==> src/rtl/weight_buffer_writer_pkg.sv <==
// Shared definitions for the weight buffer writer/reader pair: FSM states,
// shape bus field layout and the channel-chunk shift.
package weight_buffer_writer_pkg;

  typedef enum logic [1:0] {
    WB_IDLE  = 2'd0,
    WB_WRITE = 2'd1,
    WB_DONE  = 2'd2
  } wb_state_e;

  localparam int unsigned SHAPE_FIELD_W = 16;
  localparam int unsigned SHAPE_C_LSB   = 0;
  localparam int unsigned SHAPE_H_LSB   = 16;
  localparam int unsigned SHAPE_W_LSB   = 32;
  localparam int unsigned CHUNK_SHIFT   = 6;

  function automatic logic [31:0] ceil_div(input logic [31:0] a, input logic [31:0] b);
    return (a + b - 32'd1) / b;
  endfunction

endpackage

==> src/rtl/weight_addr_gen.sv <==
// Column offset / bank index / bank base counters for the weight buffer writer.
// Addresses are built purely by incrementing; no per-word multiply.
module weight_addr_gen #(
  parameter int unsigned N_BUF_X    = 5,
  parameter int unsigned B_BUF_ADDR = 9,
  parameter int unsigned X_W        = 16,
  parameter int unsigned RX_W       = (N_BUF_X > 1) ? $clog2(N_BUF_X) : 1
) (
  input  logic                  clk,
  input  logic                  rst,
  input  logic                  clear,
  input  logic                  adv,
  input  logic [B_BUF_ADDR:0]   col_len,
  output logic [B_BUF_ADDR-1:0] addr,
  output logic [RX_W-1:0]       rx,
  output logic [X_W-1:0]        x_idx,
  output logic                  col_end
);

  localparam int unsigned AW1 = B_BUF_ADDR + 1;

  logic [B_BUF_ADDR-1:0] offset;
  logic [B_BUF_ADDR-1:0] base;
  logic [AW1-1:0]        col_last;

  assign col_last = col_len - AW1'(1);
  assign col_end  = ({1'b0, offset} == col_last);
  assign addr     = base + offset;

  always_ff @(posedge clk) begin
    if (rst || clear) begin
      offset <= '0;
      base   <= '0;
      rx     <= '0;
      x_idx  <= '0;
    end else if (adv) begin
      if (col_end) begin
        offset <= '0;
        x_idx  <= x_idx + X_W'(1);
        // Base only moves once every bank has received a column.
        if (rx == RX_W'(N_BUF_X - 1)) begin
          rx   <= '0;
          base <= base + col_len[B_BUF_ADDR-1:0];
        end else begin
          rx <= rx + RX_W'(1);
        end
      end else begin
        offset <= offset + B_BUF_ADDR'(1);
      end
    end
  end

endmodule

==> src/rtl/weight_buffer_writer.sv <==
// Streams a weight tensor into N_BUF_X x-interleaved buffer banks.
// Shape checks happen once at start; per-word addressing comes from weight_addr_gen.
module weight_buffer_writer
  import weight_buffer_writer_pkg::*;
#(
  parameter int unsigned N_BUF_X    = 5,
  parameter int unsigned B_BUF_ADDR = 9,
  parameter int unsigned B_SHAPE    = 48,
  parameter int unsigned DATA_WIDTH = 64
) (
  input  logic                           clk,
  input  logic                           rst,
  input  logic [B_SHAPE-1:0]             wei_shape,
  input  logic                           start,
  input  logic [DATA_WIDTH-1:0]          s_tdata,
  input  logic                           s_tvalid,
  input  logic                           s_tlast,
  output logic                           s_tready,
  output logic [B_BUF_ADDR*N_BUF_X-1:0]  wraddr,
  output logic [DATA_WIDTH-1:0]          wrdata,
  output logic [N_BUF_X-1:0]             wren,
  output logic                           busy,
  output logic                           done,
  output logic                           err
);

  localparam int unsigned RX_W = (N_BUF_X > 1) ? $clog2(N_BUF_X) : 1;
  localparam int unsigned AW1  = B_BUF_ADDR + 1;

  wb_state_e state, state_nxt;

  logic [SHAPE_FIELD_W-1:0] shp_c, shp_h, shp_w, n_wrap, w_q, x_idx;
  logic [31:0]              col_len_full, n_cols;
  logic [63:0]              total_words;
  logic                     shape_zero, shape_ovf, start_acc, hs, last_word, col_end;
  logic [AW1-1:0]           col_len_q;
  logic [B_BUF_ADDR-1:0]    addr;
  logic [RX_W-1:0]          rx;

  assign shp_c = wei_shape[SHAPE_C_LSB +: SHAPE_FIELD_W];
  assign shp_h = wei_shape[SHAPE_H_LSB +: SHAPE_FIELD_W];
  assign shp_w = wei_shape[SHAPE_W_LSB +: SHAPE_FIELD_W];

  // Capacity check uses the live shape bus so the start decision needs no extra cycle.
  assign n_wrap       = shp_c >> CHUNK_SHIFT;
  assign col_len_full = 32'(shp_h) * 32'(n_wrap);
  assign n_cols       = ceil_div(32'(shp_w), 32'(N_BUF_X));
  assign total_words  = 64'(col_len_full) * 64'(n_cols);
  assign shape_zero   = (n_wrap == '0) || (shp_h == '0) || (shp_w == '0);
  assign shape_ovf    = total_words > (64'(1) << B_BUF_ADDR);

  assign start_acc = start && (state == WB_IDLE);
  assign s_tready  = (state == WB_WRITE);
  assign hs        = s_tvalid && s_tready;
  assign last_word = col_end && (x_idx == w_q - SHAPE_FIELD_W'(1));
  assign busy      = (state != WB_IDLE);
  assign done      = (state == WB_DONE);

  always_ff @(posedge clk) begin
    if (rst) state <= WB_IDLE;
    else     state <= state_nxt;
  end

  always_comb begin
    state_nxt = state;
    unique case (state)
      WB_IDLE:  if (start) state_nxt = (shape_zero || shape_ovf) ? WB_DONE : WB_WRITE;
      WB_WRITE: if (hs && last_word) state_nxt = WB_DONE;
      WB_DONE:  state_nxt = WB_IDLE;
      default:  state_nxt = WB_IDLE;
    endcase
  end

  always_ff @(posedge clk) begin
    if (rst) begin
      w_q       <= '0;
      col_len_q <= '0;
      err       <= 1'b0;
    end else if (start_acc) begin
      w_q       <= shp_w;
      col_len_q <= col_len_full[AW1-1:0];
      err       <= shape_ovf;
    end else if (hs && (s_tlast != last_word)) begin
      err <= 1'b1;
    end
  end

  always_ff @(posedge clk) begin
    if (rst) begin
      wren   <= '0;
      wraddr <= '0;
      wrdata <= '0;
    end else begin
      wren   <= '0;
      wraddr <= '0;
      if (hs) begin
        wrdata <= s_tdata;
        for (int unsigned i = 0; i < N_BUF_X; i++) begin
          if (rx == RX_W'(i)) begin
            wren[i]                              <= 1'b1;
            wraddr[i*B_BUF_ADDR +: B_BUF_ADDR]   <= addr;
          end
        end
      end
    end
  end

  weight_addr_gen #(
    .N_BUF_X    (N_BUF_X),
    .B_BUF_ADDR (B_BUF_ADDR),
    .X_W        (SHAPE_FIELD_W),
    .RX_W       (RX_W)
  ) u_addr_gen (
    .clk     (clk),
    .rst     (rst),
    .clear   (start_acc),
    .adv     (hs),
    .col_len (col_len_q),
    .addr    (addr),
    .rx      (rx),
    .x_idx   (x_idx),
    .col_end (col_end)
  );

endmodule

==> config.mk <==
export PLATFORM = sky130hd
export DESIGN_NAME = weight_buffer_writer
export DESIGN_NICKNAME = d
export VERILOG_FILES = /design/src/rtl/weight_buffer_writer_pkg.sv /design/src/rtl/weight_addr_gen.sv /design/src/rtl/weight_buffer_writer.sv
export SDC_FILE = /design/constraint.sdc
export NUM_CORES = 2
export LEC_CHECK = 0
export BUFFER_PORTS_ARGS = -buffer_cell sky130_fd_sc_hd__clkbuf_2
export CAP_MARGIN = 40
export CORE_MARGIN = 2
export CORE_UTILIZATION = 35
export CTS_CLUSTER_SIZE = 24
export DETAILED_ROUTE_END_ITERATION = 12
export GPL_ROUTABILITY_DRIVEN = 0
export GPL_TIMING_DRIVEN = 0
export HOLD_SLACK_MARGIN = 0.03
export PLACE_DENSITY = 0.57
export RECOVER_POWER = 50
export SYNTH_ARGS = -nofsm -noshare
export SYNTH_HDL_FRONTEND = slang
export SYNTH_SLANG_ARGS = --single-unit
==> constraint.sdc <==
create_clock -name clk -period 40.3 [get_ports clk]
set_input_delay 10.075 -clock clk [delete_from_list [all_inputs] [get_ports clk]]
set_output_delay 10.075 -clock clk [all_outputs]
set_load 0.03 [all_outputs]
==> flow_summary.json <==
{
  "status": "completed",
  "hold_viol": 0,
  "final_antenna_net_count": 0,
  "ys_seq_area_frac": 0.125,
  "initial_core_util": 0.352,
  "core_area_sq_mm": 0.0817,
  "grt_use_total": 0.207,
  "synth-simple-area-share": 0.202,
  "synthMuxAreaShare": 0.00769,
  "die_x_microns": 291,
  "drv_cap": 0,
  "synth_cells": 3487,
  "syn_area_sq_mm": 0.0288,
  "dpl.hpwl_mm": 72.2,
  "rsz0062_at_grt": "no",
  "synth_edf_count": 0,
  "h-tree-depth": 4,
  "multiInputGateArea_sq_mm": 0.0224,
  "setup_viol_count_final": 0,
  "ios": 235,
  "seq_area_sq_mm": 0.00360,
  "avgSynthCellArea_sq_um": 8.26,
  "path_class": "in2reg",
  "ys_seq_elements": 180,
  "synth_xor_area_frac": 0.0365,
  "drt_iter0_markers": 1554,
  "dp_cells": 4806,
  "clock_path_buffers": 2,
  "critPathCaptureType": "flop",
  "wl_met3_mm": 5.04,
  "drt-pass1-iter-count": 5,
  "num-fill-cells": 8536,
  "post-cts-setup-buffer-count": 0,
  "clock_latency_ns": 0.44,
  "tns_ns": 0,
  "cp_common_cell": "fa_1",
  "cp-start-kind": "input port",
  "portBuffers": 216,
  "die_h_microns": 291,
  "fin_skew_ns": 0.0148,
  "wl_met1_mm": 39.1,
  "wire_per_inst_microns": 18.0,
  "synth_top_family_by_area": "adder cells",
  "cts_hold_buf": 0,
  "cts_buffers": 17,
  "vias": 24595,
  "arrival_ns": 26.79,
  "netlist-cell-type-count": 109,
  "drc_errors": 0,
  "drive_gt1_frac": 0.0690,
  "timing.fmax_mhz": 37.8,
  "cp_max_fo": 10,
  "overflow": 0,
  "min_period_over_period": 0.657,
  "critPathSlowestCell": "a2111oi_0",
  "post_cts_resized": 0,
  "cp.required_ns": 40.60,
  "dr_wl_met2_mm": 40.7,
  "grt_pass1_vias": 24388,
  "area_growth_pct": 10.9,
  "synth_compound_area_frac": 0.114,
  "slew_headroom": 0.389,
  "hold_path_class": "reg2reg",
  "min_period_ns": 26.49,
  "clock_sinks": 180,
  "grt_max_degree": 21,
  "clock-root-buffer": "clkbuf_16",
  "die_area_sq_mm": 0.0846,
  "final_net_count": 4578,
  "tightest_slew_ns": 0.916,
  "rows": 105,
  "ys.flop_type": "dfxtp_1",
  "antenna_found_initial": 1,
  "yosys_warnings": 0,
  "grt_pass1_wl_mm": 139,
  "path_clk_slew_ns": 0.07,
  "wl_mm": 86.9,
  "vias_per_cell": 5.08,
  "syn_nets": 4310,
  "cts_tree": "built",
  "async_flop_share": 0,
  "max_stage_delay_ns": 0.72,
  "maxSlewViolCount": 0,
  "routed.top_layer": "met4",
  "synth_fa_ha_area_frac": 0.417,
  "stdcell_count": 4839
}
[cells in the mapped netlist, drive strengths merged, types with 22 or more instances]
| library cell | number | share of area |
|---|---|---|
| a21oi | 206 | 0.036 |
| o21ai | 89 | 0.016 |
| xor2 | 47 | 0.014 |
| nand2b | 25 | 0.0054 |
| nor2b | 43 | 0.0093 |
| clkbuf | 136 | 0.018 |
| and2 | 151 | 0.033 |
| nor3 | 50 | 0.0096 |
| nor2 | 196 | 0.026 |
| nand3 | 42 | 0.0090 |
| ha | 282 | 0.12 |
| buf | 27 | 0.0063 |
| and3 | 29 | 0.0063 |
| nor4 | 26 | 0.0066 |
| fa | 424 | 0.29 |
| dfxtp | 180 | 0.13 |
| inv | 563 | 0.073 |
| xnor2 | 73 | 0.022 |
| nand2 | 591 | 0.077 |
| nand4 | 22 | 0.0052 |
[sequential cells by signal, indices dropped and copies added, names as in the netlist]
name	flops
col_len_q	10
state	2
wren	5
wrdata	64
u_addr_gen.base	9
u_addr_gen.offset	9
wraddr	45
err	1
u_addr_gen.rx	3
u_addr_gen.x_idx	16
w_q	16
[cell usage in the layout (no fill, tap or decap), types with 20 or more instances in the layout]
master,n
nor3_1,45
ha_1,282
dfxtp_1,180
nor4_1,23
nand3_1,37
fa_1,424
mux2i_1,21
nor2b_1,43
and3_1,29
nand2_1,591
o21ai_0,73
nor2_1,194
and2_1,149
nand4_1,20
inv_1,562
xnor2_1,73
clkbuf_2,109
clkbuf_1,243
nand2b_1,25
a21oi_1,204
xor2_1,47
buf_4,40
[cell type report]
cell class,count,share of cell area
sequential,180,0.113
clock buffer,17,0.0133
multi-input combinational,2580,0.701
clock inverter,15,0.00572
timing repair buffer,249,0.0375
tap,1070,0.0419
buffer,163,0.0217
antenna,1,0.0000783
inverter,564,0.0663
[cell families after synthesis]
logic type	Yosys count
compound gates	501
simple gates	1231
buf+inv	727
fa+ha+maj	706
xor+xnor	120
mux	22
flops	180
[worst max-delay path: cells and delay by family]
kind            cells  cell delay, ns
simple gates       13            3.82
compound gates     21            4.67
buf+inv            10            1.74
fa+ha+maj          14            6.45
[path summary, 6_finish.rpt]
path         slack [ns]  cells past startpoint    startpoint                 end
min                0.45                      2    wrdata[50]          wrdata[50]
min reg2reg        0.45                      2    wrdata[50]          wrdata[50]
max               13.81                     58  wei_shape[9]            state[1]
max reg2reg       36.17                     14  col_len_q[2]  u_addr_gen.base[4]
[metal layers]
metal	vias up	track usage
met1	12096	0.291
met5	-	0
li1	11660	-
met3	106	0.0251
met2	733	0.339
met4	0	0.0485
[stage by stage]
step | hold slack [ns] | instance area [sq um] | setup WS, ns | utilization
after floorplan | 0.448 | 28800 | 17.24 | -
after detailed placement | 0.446 | 31500 | 13.43 | 0.385
after CTS | 0.455 | 32100 | 13.85 | 0.393
after global routing | 0.470 | 32000 | 12.69 | 0.391
final | 0.453 | 32000 | 13.81 | 0.391
after global placement | 0.441 | 31200 | 13.56 | 0.382
Power is not shown: default switching activity piles up to over one toggle a cycle in this logic, so the estimate is an artifact.
